File: config.mk
export PLATFORM = sky130hd
export DESIGN_NAME = soc_msp430_dac_mc
export DESIGN_NICKNAME = d
export VERILOG_FILES = /design/src/rtl/soc_msp430_dac_mc.sv
export SDC_FILE = /design/constraint.sdc
export NUM_CORES = 1
export LEC_CHECK = 0
export BUFFER_PORTS_ARGS = -buffer_cell sky130_fd_sc_hd__buf_2
export CORE_ASPECT_RATIO = 0.9
export CORE_MARGIN = 4
export CORE_UTILIZATION = 30
export CTS_CLUSTER_DIAMETER = 40
export DETAILED_ROUTE_END_ITERATION = 10
export PLACE_DENSITY = 0.48
export SYNTH_ARGS = -nofsm -noshare
export SYNTH_HDL_FRONTEND = slang
export SYNTH_SLANG_ARGS = --single-unit
File: constraint.sdc
create_clock -name mclk -period 5 [get_ports mclk]
set_input_delay 0.5 -clock mclk [delete_from_list [all_inputs] [get_ports mclk]]
set_output_delay 0.5 -clock mclk [all_outputs]
set_load 0.05 [all_outputs]
File: src/rtl/soc_msp430_dac_mc.sv
// Multi-channel SPI-loaded DAC register block: 16-bit frames select a channel, a command and data.
// Optional build macro DAC_LDAC_EN adds the ldac_n pin (falling edge copies all input registers to vout).
module soc_msp430_dac_mc #(
  parameter int NCH       = 4,
  parameter int DW        = 12,
  parameter bit SCLK_EDGE = 1'b0
) (
  input  logic              mclk,
  input  logic              reset_n,
  input  logic              din,
  input  logic              sclk,
  input  logic              sync_n,
`ifdef DAC_LDAC_EN
  input  logic              ldac_n,
`endif
  output logic [NCH*DW-1:0] vout,
  output logic [NCH-1:0]    pd,
  output logic              frame_done,
  output logic              frame_err
);

  localparam logic SCLK_IDLE = ~SCLK_EDGE;

  typedef enum logic {ST_IDLE, ST_SHIFT} state_t;

  // Synchroniser chains: bit0/bit1 are the 2-flop synchroniser, bit2 the edge-detect copy.
  logic [2:0]    r_sync_sr;
  logic [2:0]    r_sclk_sr;
  logic [1:0]    r_din_sr;
  logic [2:0]    r_live;
  state_t        r_state;
  state_t        w_state_nxt;
  logic [4:0]    r_cnt;
  logic [15:0]   r_shift;
  logic [DW-1:0] r_inreg [NCH];
  logic [DW-1:0] r_dac   [NCH];
  logic [DW-1:0] w_in_nxt[NCH];
  logic [NCH-1:0] w_sel;
  logic [NCH-1:0] r_pd;
  logic          r_frame_done;
  logic          r_frame_err;
  logic          w_sync_fall;
  logic          w_sync_rise;
  logic          w_sclk_edge;
  logic          w_shifting;
  logic          w_frame_end;
  logic          w_ldac_fall;
  logic [1:0]    w_ch;
  logic [1:0]    w_cmd;
  logic [DW-1:0] w_data;
  logic          w_ch_ok;
  logic          w_accept;
  logic          w_reject;
  logic          w_copy_all;

  always_ff @(posedge mclk or negedge reset_n) begin
    if (!reset_n) begin
      r_sync_sr <= 3'b111;
      r_sclk_sr <= {3{SCLK_IDLE}};
      r_din_sr  <= 2'b00;
      r_live    <= 3'b000;
    end else begin
      r_sync_sr <= {r_sync_sr[1:0], sync_n};
      r_sclk_sr <= {r_sclk_sr[1:0], sclk};
      r_din_sr  <= {r_din_sr[0], din};
      r_live    <= {r_live[1:0], 1'b1};
    end
  end

  // r_live[2] marks the edge-detect copy as holding real samples, so a sync_n
  // already low at reset release is not mistaken for a falling edge.
  assign w_sync_fall = r_live[2] &  r_sync_sr[2] & ~r_sync_sr[1];
  assign w_sync_rise = r_live[2] & ~r_sync_sr[2] &  r_sync_sr[1];
  assign w_sclk_edge = SCLK_EDGE ? (~r_sclk_sr[2] &  r_sclk_sr[1])
                                 : ( r_sclk_sr[2] & ~r_sclk_sr[1]);

`ifdef DAC_LDAC_EN
  logic [2:0] r_ldac_sr;
  always_ff @(posedge mclk or negedge reset_n) begin
    if (!reset_n) r_ldac_sr <= 3'b111;
    else          r_ldac_sr <= {r_ldac_sr[1:0], ldac_n};
  end
  assign w_ldac_fall = r_live[2] & r_ldac_sr[2] & ~r_ldac_sr[1];
`else
  assign w_ldac_fall = 1'b0;
`endif

  // Frame FSM: state register / next state / outputs.
  always_ff @(posedge mclk or negedge reset_n) begin
    if (!reset_n) r_state <= ST_IDLE;
    else          r_state <= w_state_nxt;
  end

  always_comb begin
    w_state_nxt = r_state;
    case (r_state)
      ST_IDLE:  if (w_sync_fall) w_state_nxt = ST_SHIFT;
      ST_SHIFT: if (w_sync_rise) w_state_nxt = ST_IDLE;
      default:  w_state_nxt = ST_IDLE;
    endcase
  end

  always_comb begin
    w_shifting  = (r_state == ST_SHIFT) & ~r_sync_sr[1];
    w_frame_end = (r_state == ST_SHIFT) &  w_sync_rise;
  end

  always_ff @(posedge mclk or negedge reset_n) begin
    if (!reset_n) begin
      r_cnt   <= 5'd0;
      r_shift <= 16'd0;
    end else if (w_sync_fall) begin
      r_cnt   <= 5'd0;
      r_shift <= 16'd0;
    end else if (w_shifting && w_sclk_edge) begin
      r_shift <= {r_shift[14:0], r_din_sr[1]};
      if (r_cnt != 5'd17) r_cnt <= r_cnt + 5'd1;
    end
  end

  assign w_ch     = r_shift[15:14];
  assign w_cmd    = r_shift[13:12];
  assign w_data   = r_shift[11 -: DW];
  assign w_ch_ok  = 32'(w_ch) < NCH;
  assign w_accept = w_frame_end & (r_cnt == 5'd16) & w_ch_ok;
  assign w_reject = w_frame_end & ~w_accept;

  // Input-register next values feed the copy so an LDAC in the same cycle sees this frame's write.
  always_comb begin
    for (int k = 0; k < NCH; k++) begin
      w_sel[k]    = w_accept & (32'(w_ch) == k);
      w_in_nxt[k] = r_inreg[k];
      if (w_sel[k] && !w_cmd[1]) w_in_nxt[k] = w_data;
    end
  end

  assign w_copy_all = (w_accept & (w_cmd == 2'b10)) | w_ldac_fall;

  always_ff @(posedge mclk or negedge reset_n) begin
    if (!reset_n) begin
      for (int k = 0; k < NCH; k++) begin
        r_inreg[k] <= '0;
        r_dac[k]   <= '0;
      end
      r_pd         <= '1;
      r_frame_done <= 1'b0;
      r_frame_err  <= 1'b0;
    end else begin
      r_frame_done <= w_accept;
      r_frame_err  <= w_reject;
      for (int k = 0; k < NCH; k++) begin
        r_inreg[k] <= w_in_nxt[k];
        if (w_copy_all)
          r_dac[k] <= w_in_nxt[k];
        else if (w_sel[k] && (w_cmd == 2'b01))
          r_dac[k] <= w_data;
        if (w_sel[k] && (w_cmd == 2'b01))
          r_pd[k] <= 1'b0;
        else if (w_sel[k] && (w_cmd == 2'b11))
          r_pd[k] <= 1'b1;
      end
    end
  end

  for (genvar g = 0; g < NCH; g++) begin : g_vout
    assign vout[g*DW +: DW] = r_pd[g] ? '0 : r_dac[g];
  end

  assign pd         = r_pd;
  assign frame_done = r_frame_done;
  assign frame_err  = r_frame_err;

endmodule

After elaboration in Yosys (flattened, before gate mapping)
Index checks and enable logic that the tools add are counted.

word-level totals
  flip-flop bits (word level) = 135
  logic and storage cells = 107
  bits of input ports = 5
  output and inout bits = 54

cells by class
  add/subtract/negate cells = 1
  equal/unequal tests = 8
  multiplexer cells = 32
  bitwise logic cells = 19
  reductions and logical operators = 26

operator list
  kind                   number
  $mux W12               16
  $mux W16               2
  $reduce_bool A2 Y1     10
  $mux W5                3
  $and A1 B1 Y1          14
  $logic_and A1 B1 Y1    13
  $mux W1                10
  $eq A2 B2 Y1 const B   4
  $add A5 B1 Y5 const B  1
  $eq A5 B5 Y1 const B   1
  $ne A5 B5 Y1 const B   1
  $not A1 Y1             5
  $eq A2 B1 Y1 const B   2
  $logic_not A2 Y1       1
  $pmux W1 S2            1
  $reduce_and A2 Y1      1
  $logic_not A1 Y1       1

Logic depth before layout (Yosys ltp)
Gate-level depths: netlist (run 1).

  word-level depth = 9
  mapped depth = 8
  mapped depth without buffers = 6

Worst setup path after synthesis (run 1)
No wires, ideal clock.

  path type = flip-flop to output port
  start point = reg r_pd[1], in the netlist pd[1]
  end point = out vout[13]
  path buffers = 1
  data required time = 4.500 ns
  data arrival time = 1.355 ns
  cell stages (with the launch flop) = 3
  slack = 3.145 ns
  cell sequence = dfstp_2 clkbuf_1 nor2_1

on the way
  cells in the longest elaborated chain, start to end = 1

RTL lines
  element                            line  text
  from (decl)                        39    logic [NCH-1:0] r_pd;
  from (signal assigned)             145   r_pd <= '1;
  from (signal, indexed assignment)  158   r_pd[k] <= 1'b0;
  from (signal, indexed assignment)  160   r_pd[k] <= 1'b1;
  $mux W12                           166   assign vout[g*DW +: DW] = r_pd[g] ? '0 : r_dac[g];
  to (decl)                          16    output logic [NCH*DW-1:0] vout,

Every way passes these cells.

Worst setup path after layout (run 1)
  start point = reg r_cnt[0]
  end point = reg r_dac[43] in the netlist's numbering

on the way
  cells in the longest elaborated chain, start to end = 6
  elaborated cells between the ends (all ways) = 9
  those cells by class = 1 x eq/ne; 2 x mux; 3 x bitwise; 3 x reduce/logical

RTL lines
  element                          line  text
  from (decl)                      33    logic [4:0] r_cnt;
  from (signal assigned)           117   if (r_cnt != 5'd17) r_cnt <= r_cnt + 5'd1;
  $eq A5 B5 Y1 *                   125   assign w_accept = w_frame_end & (r_cnt == 5'd16) & w_ch_ok;
  $and A1 B1 Y1 *                  125
  $and A1 B1 Y1                    131   w_sel[k] = w_accept & (32'(w_ch) == k);
  $logic_and A1 B1 Y1              133   if (w_sel[k] && !w_cmd[1]) w_in_nxt[k] = w_data;
  $mux W12                         133
  $mux W12                         153   if (w_copy_all)
  to (signal, indexed assignment)  154   r_dac[k] <= w_in_nxt[k];
  to (signal, indexed assignment)  156   r_dac[k] <= w_data;
  to (decl)                        36    logic [DW-1:0] r_dac [NCH];

Every way passes the cells marked *; elsewhere a longest branch is shown, timed or not.
A chain may end at the register's enable or synchronous reset.

==> results of run 1 <==
## area by class of cell
class	count	area (um^2)	area share
sequential	135	3390	0.465
clock inverter	9	100	0.0137
tap	255	319	0.0438
multi-input combinational	311	2380	0.327
clock buffer	23	478	0.0656
inverter	65	244	0.0335
timing repair buffer	68	372	0.0510
## power by group through the flow
stage                     clock, mW  combinational [mW]  sequential, mW
after floorplan                   0              0.0369            1.14
after global placement            0              0.0747            1.14
after detailed placement          0              0.0770            1.14
after CTS                      1.25              0.0770            1.12
after global routing           1.30              0.0862            1.13
final                          1.22              0.0749            1.12
## flip-flops by register name, summed over array words and instances, names as in the netlist, 3 cells and up
| name | cells |
|---|---|
| r_sync_sr | 3 |
| r_inreg | 48 |
| r_shift | 16 |
| r_sclk_sr | 3 |
| r_dac | 48 |
| r_cnt | 5 |
| r_live | 3 |
| pd | 4 |
## metal layers
metal,part of all wire,global-route usage
met5,0,0
met4,0.017,0.0521
met3,0.053,0.0317
met2,0.44,0.229
met1,0.49,0.213
## worst reg2reg max path: cells and delay by family, from the launching register on
family	cells	cell delay, ns
AOI/OAI and AO/OA	1	0.41
adders and majority gates	1	0.18
buffers and inverters	2	0.75
DFF	1	0.40
and+or+nand+nor	2	0.95
## logic make-up after synthesis
| logic type | share of synthesized area |
|---|---|
| buffers and inverters | 0.0776 |
| muxes | 0.0939 |
| AOI/OAI and AO/OA | 0.111 |
| adders and majority gates | 0.00602 |
| and+or+nand+nor | 0.168 |
| DFF | 0.544 |
| other | 0.000601 |
## worst max path at each step
| stage | startpoint | cells past startpoint | slack (ns) | endpoint |
|---|---|---|---|---|
| finish | r_cnt[0]$_DFFE_PN0P_ | 6 | 2.21 | r_dac[43]$_DFFE_PN0P_ |
| global route | r_cnt[0]$_DFFE_PN0P_ | 6 | 1.96 | r_dac[39]$_DFFE_PN0P_ |
| CTS | r_cnt[0]$_DFFE_PN0P_ | 6 | 2.25 | r_inreg[6]$_DFF_PN0_ |
| detailed placement | r_cnt[0]$_DFFE_PN0P_ | 6 | 2.28 | r_inreg[6]$_DFF_PN0_ |
| global placement | r_cnt[0]$_DFFE_PN0P_ | 6 | 2.33 | r_inreg[6]$_DFF_PN0_ |
| floorplan | pd[1]$_DFFE_PN1P_ | 2 | 3.14 | vout[13] |
## layout by cell type, fill, tap and decap left out, drive strengths merged, types with 9 or more instances in the layout
cell	Yosys	layout
dfrtp	125	125
nand4	69	69
buf	35	68
inv	65	65
nor2	53	53
mux2	52	52
o221ai	27	27
clkbuf	15	23
o211ai	18	18
a22o	16	16
dfstp	10	10
and3b	9	9
==> impl_results.md, run 1 <==
- DIE WIDTH: 160 um
- Clk pwr share: 0.503
- Initial DRC Count: 310
- Share of cells above drive strength 1: 0.282
- Internal Power: 1.90 mW
- Total global-route track usage: 0.150
- Critical Path AT: 3.10 ns
- Num CTS Buffers: 17
- Post-CTS setup buffers: 0
- Worst-Skew Late Latency: 0.41 ns
- Cell Area, Placed: 6710 um^2
- RSZ-0062 raised after global routing: no
- Skew final: 0.00814 ns
- Crit path kind: flop to flop
- Top delay family on crit path: simple AND/OR/NAND/NOR gates
- Die area: 23,200 um^2
- Power share of the sequential group: 0.466
- Ports: 59
- Asr flop ratio synth: 1.00
- Hold_ws: 0.173 ns
- Antenna viol nets, final: 0
- Largest net degree at the start of global routing: 102
- Nets: 606
- Predominant post-synthesis flop cell: dfrtp_1
- Worst rel slew slack: 0.325
- Vias per cell: 5.34
- Initial antenna violation count: 0
- Fin. Hold Viols: 0
- TritonCTS sink count: 135
- Sum of negative setup slack: 0 ns
- Longest Clk Path Bufs: 2
- Top cell type's share of synthesized area: 0.501
- Setup violators final: 0
- Fmax: 358 MHz
- Hpwl dp: 10,800 um
- Max IR drop VDD: 0.206 mV
- Reg2reg end: r_dac[43]$_DFFE_PN0P_
- Power per Cell Area: 332 nW/um^2
- R2R Path Start: r_cnt[0]$_DFFE_PN0P_
- Sw Share: 0.215
- Synthesized flop and latch total: 135
- Site row count: 49
- Final Max Slew Viols: 0
- Grt ovf: 0
- First-pass GRT wire length: 27,000 um
- Endpoint class of the critical path: flop
- GPL Wtd Cong: 0.783
- Max Cap Viol: 0
- Status: finished clean
- Vias in the first global route: 4,617
- Worst hold path class: input port to async pin
- Combinational share of power: 0.031
- Ys Warns: 0
- Crit-path cells: inv_1 > ha_1 > nor4bb_4 > buf_4 > nand4_1 > o221ai_1
- Inst Count DP: 834
- Period utilisation layout: 0.559
- Finished Cell Area: 7290 um^2
- Cell taking the most area after synthesis: dfrtp_1
- Mapped Cells: 561
- Final Util: 0.360
- Initial Util: 0.308
- Fin cells: 866
- # DRC: 0
- Static leakage: 3.46 nW
- Worst EP required: 5.31 ns
- Slowest CP cell: buf_4
- P_sw: 0.518 mW
- Post-Syn Area per Cell: 11.1 um^2
- CTS clk-pin slew, worst paths: 0.06 ns
- Count leader, synth: dfrtp_1
- Tightest Pin Transition: 1.01 ns
- DRT Pass-1 Iters: 5
- Final WL: 16,700 um
- Post-cts resize count: 0
- Max incr delay on CP: 0.64 ns
- Sequential-to-total area share from yosys stat: 0.544
- Worst-path maximum fanout: 73
- Buffers & Inverters on Critical Path: 2
- Tmin final: 2.79 ns
- H-tree Lvls: 4
- Clk root buf: clkbuf_16
- Place WS: 2.28 ns
- Power Total: 2.42 mW
- Yosys cell types: 50
- Core area: 20,200 um^2
- Top post-synthesis cells by area: dfrtp_1, mux2_2, nand4_1, dfstp_2, inv_1
- Vert. Die Dim: 145 um
- FILL cells: 1,996
- Diodes inserted: 0
- Synth Cell Area: 6240 um^2
- Worst setup margin: 2.21 ns
- Setup slack, reg-to-reg: 2.21 ns
- Post-synth EDFFs: 0
- Hold-fix buffers, CTS: 0
- Startpoint Class: flop
- Top cells by count, synth: dfrtp_1, nand4_1, inv_1, nor2_1, mux2_2
- CTS tree: yes
- Total number of vias: 4,625
- Wire per inst: 19.3 um
- Port bufs: 58
- Area growth syn-to-layout: 16.8%
- Synth Net Count: 569
- Worst R2R Path Depth: 6
Power figures use the tool's default switching activity.
==> run 2: changes to the inputs <==
--- a/config.mk
+++ b/config.mk
@@ -11,7 +11,7 @@
 export CORE_UTILIZATION = 30
 export CTS_CLUSTER_DIAMETER = 40
 export DETAILED_ROUTE_END_ITERATION = 10
-export PLACE_DENSITY = 0.48
+export PLACE_DENSITY = 0.5
 export SYNTH_ARGS = -nofsm -noshare
 export SYNTH_HDL_FRONTEND = slang
 export SYNTH_SLANG_ARGS = --single-unit
==> constraint.sdc (replaced) <==
create_clock -name mclk -period 2.4 [get_ports mclk]
set_input_delay 0.24 -clock mclk [delete_from_list [all_inputs] [get_ports mclk]]
set_output_delay 0.24 -clock mclk [all_outputs]
set_load 0.05 [all_outputs]
==> run 2 against run 1 <==
  * Clock power grew 99%
  * Flip-flop and latch count stayed put
  * Sequential share of layout area decreased by 1.2 points
  * Non-clock buffer count is 23 higher
  * Combinational power is 120% higher
  * Sequential power up 110%
  * Clock-buffer cell count increased by 6
  * Largest cell class unchanged
==> impl_results.md, run 2 (synthesized netlist as in run 1, its figures left out) <==
- Status: finished clean
- Top flop regs: r_dac (48), r_inreg (48), r_shift (16)
- Power per Cell Area: 662 nW/um^2
- Critical Path Source: r_cnt[0]$_DFFE_PN0P_
- Wire length on met2: 8300 um
- Longest Clk Path Bufs: 2
- Site row count: 49
- Initial antenna violation count: 0
- Fin. Hold Viols: 0
- # DRC: 0
- Max IR drop VDD: 0.378 mV
- Endpoint class of the critical path: flop
- Worst rel slew slack: 0.288
- Initial Util: 0.308
- Worst-Skew Late Latency: 0.43 ns
- Critical Path AT: 2.43 ns
- Hpwl dp: 11,900 um
- Final Max Slew Viols: 0
- Tmin final: 2.13 ns
- Total number of vias: 4,700
- Startpoint Class: flop
- H-tree Lvls: 4
- Nets: 629
- Grt ovf: 0
- Num CTS Buffers: 17
- R2R Path Start: r_cnt[0]$_DFFE_PN0P_
- Crit path kind: flop to flop
- Period utilisation layout: 0.888
- CTS tree: yes
- DR top layer: met4
- Total global-route track usage: 0.157
- Die area: 23,200 um^2
- Clk root buf: clkbuf_16
- Post-CTS setup buffers: 0
- Tightest Pin Transition: 1.06 ns
- Diodes inserted: 0
- FILL cells: 2,028
- Vert. Die Dim: 145 um
- Vias per cell: 5.29
- Port bufs: 58
- Worst-path maximum fanout: 19
- Worst hold path class: flop to flop
- Final WL: 17,500 um
- DRT Pass-1 Iters: 5
- Fmax: 469 MHz
- Final Util: 0.369
- Ports: 59
- RSZ-0062 raised after global routing: no
- WL met3: 1020 um
- First-pass GRT wire length: 28,000 um
- Max Cap Viol: 0
- M1 WL: 7940 um
- Area growth syn-to-layout: 19.8%
- Initial DRC Count: 289
- Share of cells above drive strength 1: 0.298
- CTS clk-pin slew, worst paths: 0.06 ns
- Core area: 20,200 um^2
- Vias in the first global route: 4,884
- Largest net degree at the start of global routing: 70
- DIE WIDTH: 160 um
- Most frequent cells in the layout: dfrtp_1, nand4_1, inv_1
- Antenna viol nets, final: 0
- Sum of negative setup slack: 0 ns
- Hold Crit Start: r_live[1]$_DFF_PN0_
- TritonCTS sink count: 135
- Setup violators final: 0
- Static leakage: 3.57 nW
- Wire per inst: 19.7 um
- Commonest non-fill, non-tap cell in the layout: dfrtp_1
- GPL Wtd Cong: 0.809
- Worst EP required: 2.70 ns
- Skew final: 0.00746 ns
run 2: cell count changes in the layout (fill, tap and decap cells not counted), sizes merged:
cell | before | now
bufinv | 2 | 0
clkbuf | 23 | 29
buf | 68 | 87
clkinvlp | 2 | 0
clkinv | 5 | 3
dlygate4sd3 | 0 | 4
run 2: report_power, final:
part | total, mW | internal (mW) | switching [mW]
logic | 0.167 | 0.0504 | 0.116
clock network | 2.43 | 1.51 | 0.925
registers | 2.34 | 2.31 | 0.0350
run 2: critical path: stages, from the launching register on:
cell and delay, ns:
dfrtp_1 0.40, inv_1 0.10, ha_1 0.17, nor4bb_4 0.34
buf_12 0.19, nand4_2 0.36, mux2_1 0.43
run 2: metal layers:
| layer | global-route usage | vias up |
|---|---|---|
| met5 | 0 | - |
| met4 | 0.0566 | 0 |
| met3 | 0.0442 | 18 |
| met1 | 0.209 | 2402 |
| li1 | - | 2165 |
| met2 | 0.249 | 115 |
run 2: final timing paths:
| kind | cells past startpoint | end | slack, ns |
|---|---|---|---|
| max | 6 | r_inreg[6]$_DFF_PN0_ | 0.27 |
| min | 0 | r_live[2]$_DFF_PN0_ | 0.34 |
| max reg2reg | 6 | r_inreg[6]$_DFF_PN0_ | 0.27 |
| min reg2reg | 0 | r_live[2]$_DFF_PN0_ | 0.34 |
| max in group asynchronous | 3 | pd[2]$_DFFE_PN1P_ | 1.21 |
| min in group asynchronous | 2 | r_dac[40]$_DFFE_PN0P_ | 0.40 |
run 2: layout make-up:
cell class | instances | area [um^2] | area share
clock buffers | 29 | 541 | 0.0723
clock inverters | 3 | 15.0 | 0.00201
inverters | 65 | 244 | 0.0327
multi-input cells | 311 | 2380 | 0.319
flip-flops and latches | 135 | 3390 | 0.454
well taps | 255 | 319 | 0.0427
repair buffers | 91 | 579 | 0.0775
run 2: what timing repair did:
item,4_1_cts,5_1_grt
hold buffers,4,0
gates resized for setup,0,0
endpoints found under the hold margin,63,0
run 2: stage by stage:
stage	cell area [um^2]	instances	hold WS [ns]	worst slack, ns	power (mW)
2_1_floorplan	6240	561	-0.0556	0.576	2.45
6_report	7470	889	0.345	0.270	4.94
4_1_cts	7470	889	0.349	0.258	4.99
3_3_place_gp	6880	853	0.294	0.336	2.54
3_5_place_dp	6880	853	0.301	0.270	2.55
5_1_grt	7470	889	0.360	0.130	5.13
